`config.mk`:
```
export PLATFORM = sky130hd
export DESIGN_NAME = out_ser_flat
export DESIGN_NICKNAME = d
export VERILOG_FILES = /design/src/rtl/out_ser_pkg.sv /design/src/rtl/out_ser_if.sv /design/src/rtl/out_ser_shreg.sv /design/src/rtl/out_ser.sv /design/src/flat_wrapper.sv
export SDC_FILE = /design/constraint.sdc
export NUM_CORES = 1
export LEC_CHECK = 0
export ABC_AREA = 0
export CAP_MARGIN = 10
export CORE_MARGIN = 1
export CORE_UTILIZATION = 41
export DETAILED_ROUTE_END_ITERATION = 10
export PLACE_DENSITY = 0.72
export SLEW_MARGIN = 0
export SYNTH_ARGS = -nofsm -noshare
export SYNTH_HDL_FRONTEND = slang
export SYNTH_SLANG_ARGS = --single-unit
```
`constraint.sdc`:
```
create_clock -name IQC -period 1.5 [get_ports IQC]
set_input_delay 0.225 -clock IQC [delete_from_list [all_inputs] [get_ports IQC]]
set_output_delay 0.225 -clock IQC [all_outputs]
set_load 0.03 [all_outputs]
```
`src/rtl/out_ser_pkg.sv`:
```
// out_ser_pkg: shared types and constants for the output serializer.
//   out_ser_state_t  : FSM state encoding (S_IDLE, S_SHIFT)
//   cnt_w()          : bit-counter width for a given word width
//   OUT_SER_IDLE_VAL : default level on dout between frames
package out_ser_pkg;

    typedef enum logic {
        S_IDLE  = 1'b0,
        S_SHIFT = 1'b1
    } out_ser_state_t;

    localparam logic OUT_SER_IDLE_VAL = 1'b0;

    // Counter must index 0..width-1; a 1-bit counter still covers width 2.
    function automatic int cnt_w(input int width);
        return (width > 2) ? $clog2(width) : 1;
    endfunction

endpackage

```
`src/rtl/out_ser_if.sv`:
```
// out_ser_if: parallel-word valid/ready handshake into the serializer.
//   din       : parallel word
//   din_valid : din is valid
//   din_ready : serializer accepts din this cycle
interface out_ser_if #(
    parameter int WIDTH = 8
);
    logic [WIDTH-1:0] din;
    logic             din_valid;
    logic             din_ready;

    modport master (output din, output din_valid, input  din_ready);
    modport slave  (input  din, input  din_valid, output din_ready);
endinterface

```
`src/rtl/out_ser_shreg.sv`:
```
// out_ser_shreg: loadable shift register holding the word being serialized.
//   clk_i, rst_n_i : clock, async active-low reset (clears to 0)
//   load_i         : capture data_i (wins over en_i)
//   en_i           : shift one position toward the output end
//   data_i         : parallel word
//   next_o         : bit that follows the one currently on dout
module out_ser_shreg #(
    parameter int WIDTH     = 8,
    parameter bit MSB_FIRST = 1'b1
) (
    input  logic             clk_i,
    input  logic             rst_n_i,
    input  logic             load_i,
    input  logic             en_i,
    input  logic [WIDTH-1:0] data_i,
    output logic             next_o
);

    logic [WIDTH-1:0] sr_q;

    always_ff @(posedge clk_i or negedge rst_n_i) begin
        if (!rst_n_i) begin
            sr_q <= '0;
        end else if (load_i) begin
            sr_q <= data_i;
        end else if (en_i) begin
            sr_q <= MSB_FIRST ? (sr_q << 1) : (sr_q >> 1);
        end
    end

    // The head bit is already sitting in the dout flop, so the tap is one
    // position behind it.
    assign next_o = MSB_FIRST ? sr_q[WIDTH-2] : sr_q[1];

endmodule

```
`src/rtl/out_ser.sv`:
```
// out_ser: parallel-to-serial output serializer feeding the output-IO OQI.
//   IQC   : clock, rising edge
//   QRT   : async active-low reset
//   s_if  : din / din_valid / din_ready handshake (slave side)
//   hold  : freezes shifting while in SHIFT
//   dout  : registered serial bit
//   busy  : a word is being shifted
//   done  : one-cycle pulse after the last bit of each word
//
// state   | meaning
// S_IDLE  | no word in flight, dout = IDLE_VAL, ready for a word
// S_SHIFT | word in flight, cnt_q = index of the bit on dout
module out_ser
    import out_ser_pkg::*;
#(
    parameter int   WIDTH     = 8,
    parameter bit   MSB_FIRST = 1'b1,
    parameter logic IDLE_VAL  = OUT_SER_IDLE_VAL
) (
    input  logic     IQC,
    input  logic     QRT,
    out_ser_if.slave s_if,
    input  logic     hold,
    output logic     dout,
    output logic     busy,
    output logic     done
);

    localparam int            CW       = cnt_w(WIDTH);
    localparam logic [CW-1:0] CNT_LAST = CW'(WIDTH - 1);

    out_ser_state_t state_q, state_d;
    logic [CW-1:0]  cnt_q, cnt_d;
    logic           dout_q, dout_d;
    logic           busy_q;
    logic           done_q, done_d;
    logic           load, shift_en, next_bit, first_bit;
    logic           ready, accept;

    assign first_bit = MSB_FIRST ? s_if.din[WIDTH-1] : s_if.din[0];

    // Ready on the last bit lets the next word follow with no idle gap.
    assign ready          = (state_q == S_IDLE) || ((cnt_q == CNT_LAST) && !hold);
    assign accept         = s_if.din_valid && ready;
    assign s_if.din_ready = ready;

    out_ser_shreg #(
        .WIDTH     (WIDTH),
        .MSB_FIRST (MSB_FIRST)
    ) u_shreg (
        .clk_i   (IQC),
        .rst_n_i (QRT),
        .load_i  (load),
        .en_i    (shift_en),
        .data_i  (s_if.din),
        .next_o  (next_bit)
    );

    always_comb begin
        state_d  = state_q;
        cnt_d    = cnt_q;
        dout_d   = dout_q;
        done_d   = 1'b0;
        load     = 1'b0;
        shift_en = 1'b0;
        case (state_q)
            S_IDLE: begin
                dout_d = IDLE_VAL;
                if (accept) begin
                    load    = 1'b1;
                    cnt_d   = '0;
                    dout_d  = first_bit;
                    state_d = S_SHIFT;
                end
            end
            S_SHIFT: begin
                if (!hold) begin
                    if (cnt_q == CNT_LAST) begin
                        done_d = 1'b1;
                        if (accept) begin
                            load   = 1'b1;
                            cnt_d  = '0;
                            dout_d = first_bit;
                        end else begin
                            state_d = S_IDLE;
                            dout_d  = IDLE_VAL;
                        end
                    end else begin
                        shift_en = 1'b1;
                        dout_d   = next_bit;
                        cnt_d    = cnt_q + CW'(1);
                    end
                end
            end
            default: begin
                state_d = S_IDLE;
                dout_d  = IDLE_VAL;
            end
        endcase
    end

    always_ff @(posedge IQC or negedge QRT) begin
        if (!QRT) begin
            state_q <= S_IDLE;
            cnt_q   <= '0;
            dout_q  <= IDLE_VAL;
            busy_q  <= 1'b0;
            done_q  <= 1'b0;
        end else begin
            state_q <= state_d;
            cnt_q   <= cnt_d;
            dout_q  <= dout_d;
            busy_q  <= (state_d == S_SHIFT);
            done_q  <= done_d;
        end
    end

    assign dout = dout_q;
    assign busy = busy_q;
    assign done = done_q;

endmodule

```
`src/flat_wrapper.sv`:
```
// flat-port wrapper written by rule: the top's interface ports become plain ports
module out_ser_flat import out_ser_pkg::*;
#(
    parameter int   WIDTH     = 8,
    parameter bit   MSB_FIRST = 1'b1,
    parameter logic IDLE_VAL  = OUT_SER_IDLE_VAL
)
  (IQC, QRT, hold, dout, busy, done, s_if_din, s_if_din_valid, s_if_din_ready);
  out_ser_if #(.WIDTH(WIDTH)) s_if_i ();
  input  logic IQC;
  input  logic QRT;
  input  logic hold;
  output logic dout;
  output logic busy;
  output logic done;
  input wire logic [$bits(s_if_i.din)-1:0] s_if_din;
  input wire logic [$bits(s_if_i.din_valid)-1:0] s_if_din_valid;
  output wire logic [$bits(s_if_i.din_ready)-1:0] s_if_din_ready;
  assign s_if_i.din = s_if_din;
  assign s_if_i.din_valid = s_if_din_valid;
  assign s_if_din_ready = s_if_i.din_ready;
  out_ser #(.WIDTH(WIDTH), .MSB_FIRST(MSB_FIRST), .IDLE_VAL(IDLE_VAL)) u_core (.IQC(IQC), .QRT(QRT), .s_if(s_if_i), .hold(hold), .dout(dout), .busy(busy), .done(done));
endmodule
```
==> out/qor.yml <==
crit_slowest_cell: "dfrtp_1"
initialDrtViolationCount: 10
fin_crit_ns: 1.61
drt_wl_total_microns: 1310
worst_pin_slew_ns: 0.315
root_buffer: "clkbuf_4"
drt_pass1_iterations: 4
grt_max_degree: 14
fin_worst_skew_ns: 0.00570
max_slew_margin: 0.789
cts_max_level: 1
drc_errors: 0
grt_usage: 0.168
async_flop_share: 1.00
dr_total_vias: 538
violations: "setup timing"
clock_path_buffers: 2
worst_setup_path_end_kind: "output pin"
fin_util: 0.685
ys_seq_elements: 13
place.port_buffers: 15
path_cells: "ha_2, ha_4, nand2b_4, buf_6, nand2_4, buf_6"
antenna_cells: 0
finalCritPeriodShare: 1.07
path_common_cell: "buf_6"
ioPinCount: 16
synthSimpleGateAreaFrac: 0.149
yosysUniqueCellTypes: 16
cp.arrival_ns: 1.39
min_path_type: "primary input to async pin"
hpwl_microns: 979
seq_area_frac_synth: 0.522
syn_nets: 77
max_freq_mhz: 620
maxSlewViolCount: 0
synth_warnings: 0
syn_inst: 63
coreArea_sq_um: 1350
numClockSinks: 13
whs_ns: 0.258
fin_total_pwr_mw: 1.28
cpPeakStageDelay_ns: 0.39
syn_avg_cell_area_sq_um: 9.89
grt_pass1_wl_microns: 1780
die_height_microns: 41.0
yosysTopAreaCellShare: 0.522
synth_area_leaders: "dfrtp_1 52%, mux2i_1 9.6%, a21oi_1 6.4%"
synthAdderAreaFrac: 0.0402
synth_xor_area_frac: 0
yosysTopAreaCell: "dfrtp_1"
startpoint: "u_core.cnt_q[1]$_DFFE_PN0P_"
clk_pin_slew_ns: 0.08
synthTopCellsByCount: "13 x dfrtp_1, 8 x a21oi_1, 8 x nor2_1, 6 x mux2i_1, 6 x nand2_1"
synth_edf_count: 0
area_growth_pct: 48.4
grt.overflow.total: 0
finalInstanceArea_sq_um: 925
viasPerCell: 5.12
place_area_sq_um: 837
critPathMaxFanout: 3
finalNetCount: 105
maxCapViolCount: 0
grt_antenna_before_repair: 0
synthMuxAreaShare: 0.0964
start_util: 0.462
drive_gt1_frac: 0.244
hold_viol: 0
leakagePower_nw: 0.470
synth-compound-area-share: 0.155
cts-buffers-inserted: 3
die_w_microns: 41.0
finalSetupViolations: 1
synthFlopType: "dfrtp_1"
rows: 13
ant_nets: 0
grt_pass1_vias: 432
status: "finished with violations"
globalplace.congestion: 0.714
synth_top_family_by_area: "compound AO/OA/AOI/OAI gates"
ir_worst_vdd_mv: 0.882
cp.required_ns: 1.27
power_density_nw_per_um2: 1380
r2r_start: "u_core.cnt_q[1]$_DFFE_PN0P_"
cts_tree: "built"
die-area_sq_um: 1680
crit_path_start_kind: "register"
rsz0062_at_grt: "true"
crit_type: "register to output pin"
wl_per_cell_microns: 12.5
yosysMostFrequentCell: "dfrtp_1"
worst_slack_ns: -0.112
clk-insertion-delay-late_ns: 0.28
syn_area_sq_um: 623
==> state kept, by name (all words and copies together) (netlist names) <==
| name | cells |
|---|---|
| u_core.dout | 1 |
| u_core.done | 1 |
| u_core.u_shreg.sr_q | 7 |
| u_core.cnt_q | 3 |
| u_core.state_q | 1 |
==> stage by stage <==
stage | worst slack (ns) | setup TNS, ns | instances
detailed placement | -0.0167 | -0.0545 | 99
global route | -0.159 | -0.378 | 105
floorplan | 0.000267 | 0 | 63
CTS | -0.123 | -0.123 | 103
finish | -0.112 | -0.112 | 105
global placement | -0.00324 | -0.00324 | 99
==> repair_timing <==
item | CTS | global route
pin swaps | 0 | 2
hold buffers | 0 | 0
buffers inserted | 0 | 1
gates cloned | 0 | 1
endpoints found under the setup margin | 9 | 10
gates resized for setup | 10 | 6
==> cells by family (layout without fill, tap and decap cells) <==
family | count (synthesis) | count (layout)
and+or+nand+nor | 21 | 21
AOI/OAI and AO/OA | 17 | 17
DFF | 13 | 13
muxes | 6 | 6
buffers and inverters | 4 | 31
adders and majority gates | 2 | 2
==> final timing paths <==
check	to	slack, ns	cells after the start
worst max-delay path	s_if_din_ready	-0.11	6
worst min-delay path	u_core.state_q$_DFF_PN0_	0.26	2
worst max register to register	u_core.u_shreg.sr_q[1]$_DFFE_PN0P_	0.03	7
worst min register to register	u_core.u_shreg.sr_q[0]$_DFFE_PN0P_	0.50	2
max in group asynchronous	u_core.u_shreg.sr_q[6]$_DFFE_PN0P_	1.08	2
min in group IQC	u_core.u_shreg.sr_q[0]$_DFFE_PN0P_	0.50	2
==> worst max-delay path, delay by kind of cell (launching register included) <==
kind / cells / cell delay (ns)
fa+ha+maj: 2 / 0.37
buf+inv: 2 / 0.25
flops: 1 / 0.39
simple gates: 2 / 0.11
==> where the power goes <==
part | internal (mW) | total (mW) | switching [mW]
Clock | 0.103 | 0.214 | 0.111
Sequential | 0.473 | 0.550 | 0.0770
Combinational | 0.271 | 0.514 | 0.243
Total | 0.847 | 1.28 | 0.431
==> layout by cell type, fill, tap and decap left out, drive strengths merged <==
cell type / count
a21o: 1
a21oi: 8
a22oi: 3
and2: 2
buf: 11
clkbuf: 4
clkdlybuf4s50: 11
dfrtp: 13
dlygate4sd2: 2
dlymetal6s2s: 1
ha: 2
inv: 2
mux2i: 6
nand2: 6
nand2b: 2
nand3: 2
nor2: 8
nor3: 1
o21ai: 5
==> per-layer routing <==
layer / vias up / GRT usage / part of all wire
li1: 276 / - / -
met1: 252 / 0.230 / 0.47
met2: 8 / 0.254 / 0.49
met3: 2 / 0.0326 / 0.031
met4: 0 / 0.0750 / 0.012
met5: - / 0 / 0
==> final cells by class <==
cell class | count | area (sq um)
Tap cell | 15 | 18.8
Clock buffer | 4 | 26.3
Inverter | 2 | 7.51
Timing Repair Buffer | 25 | 234
Fill cell | 98 | 425
Multi-Input combinational cell | 46 | 313
Sequential cell | 13 | 325
(Power assumes the default switching activity.)
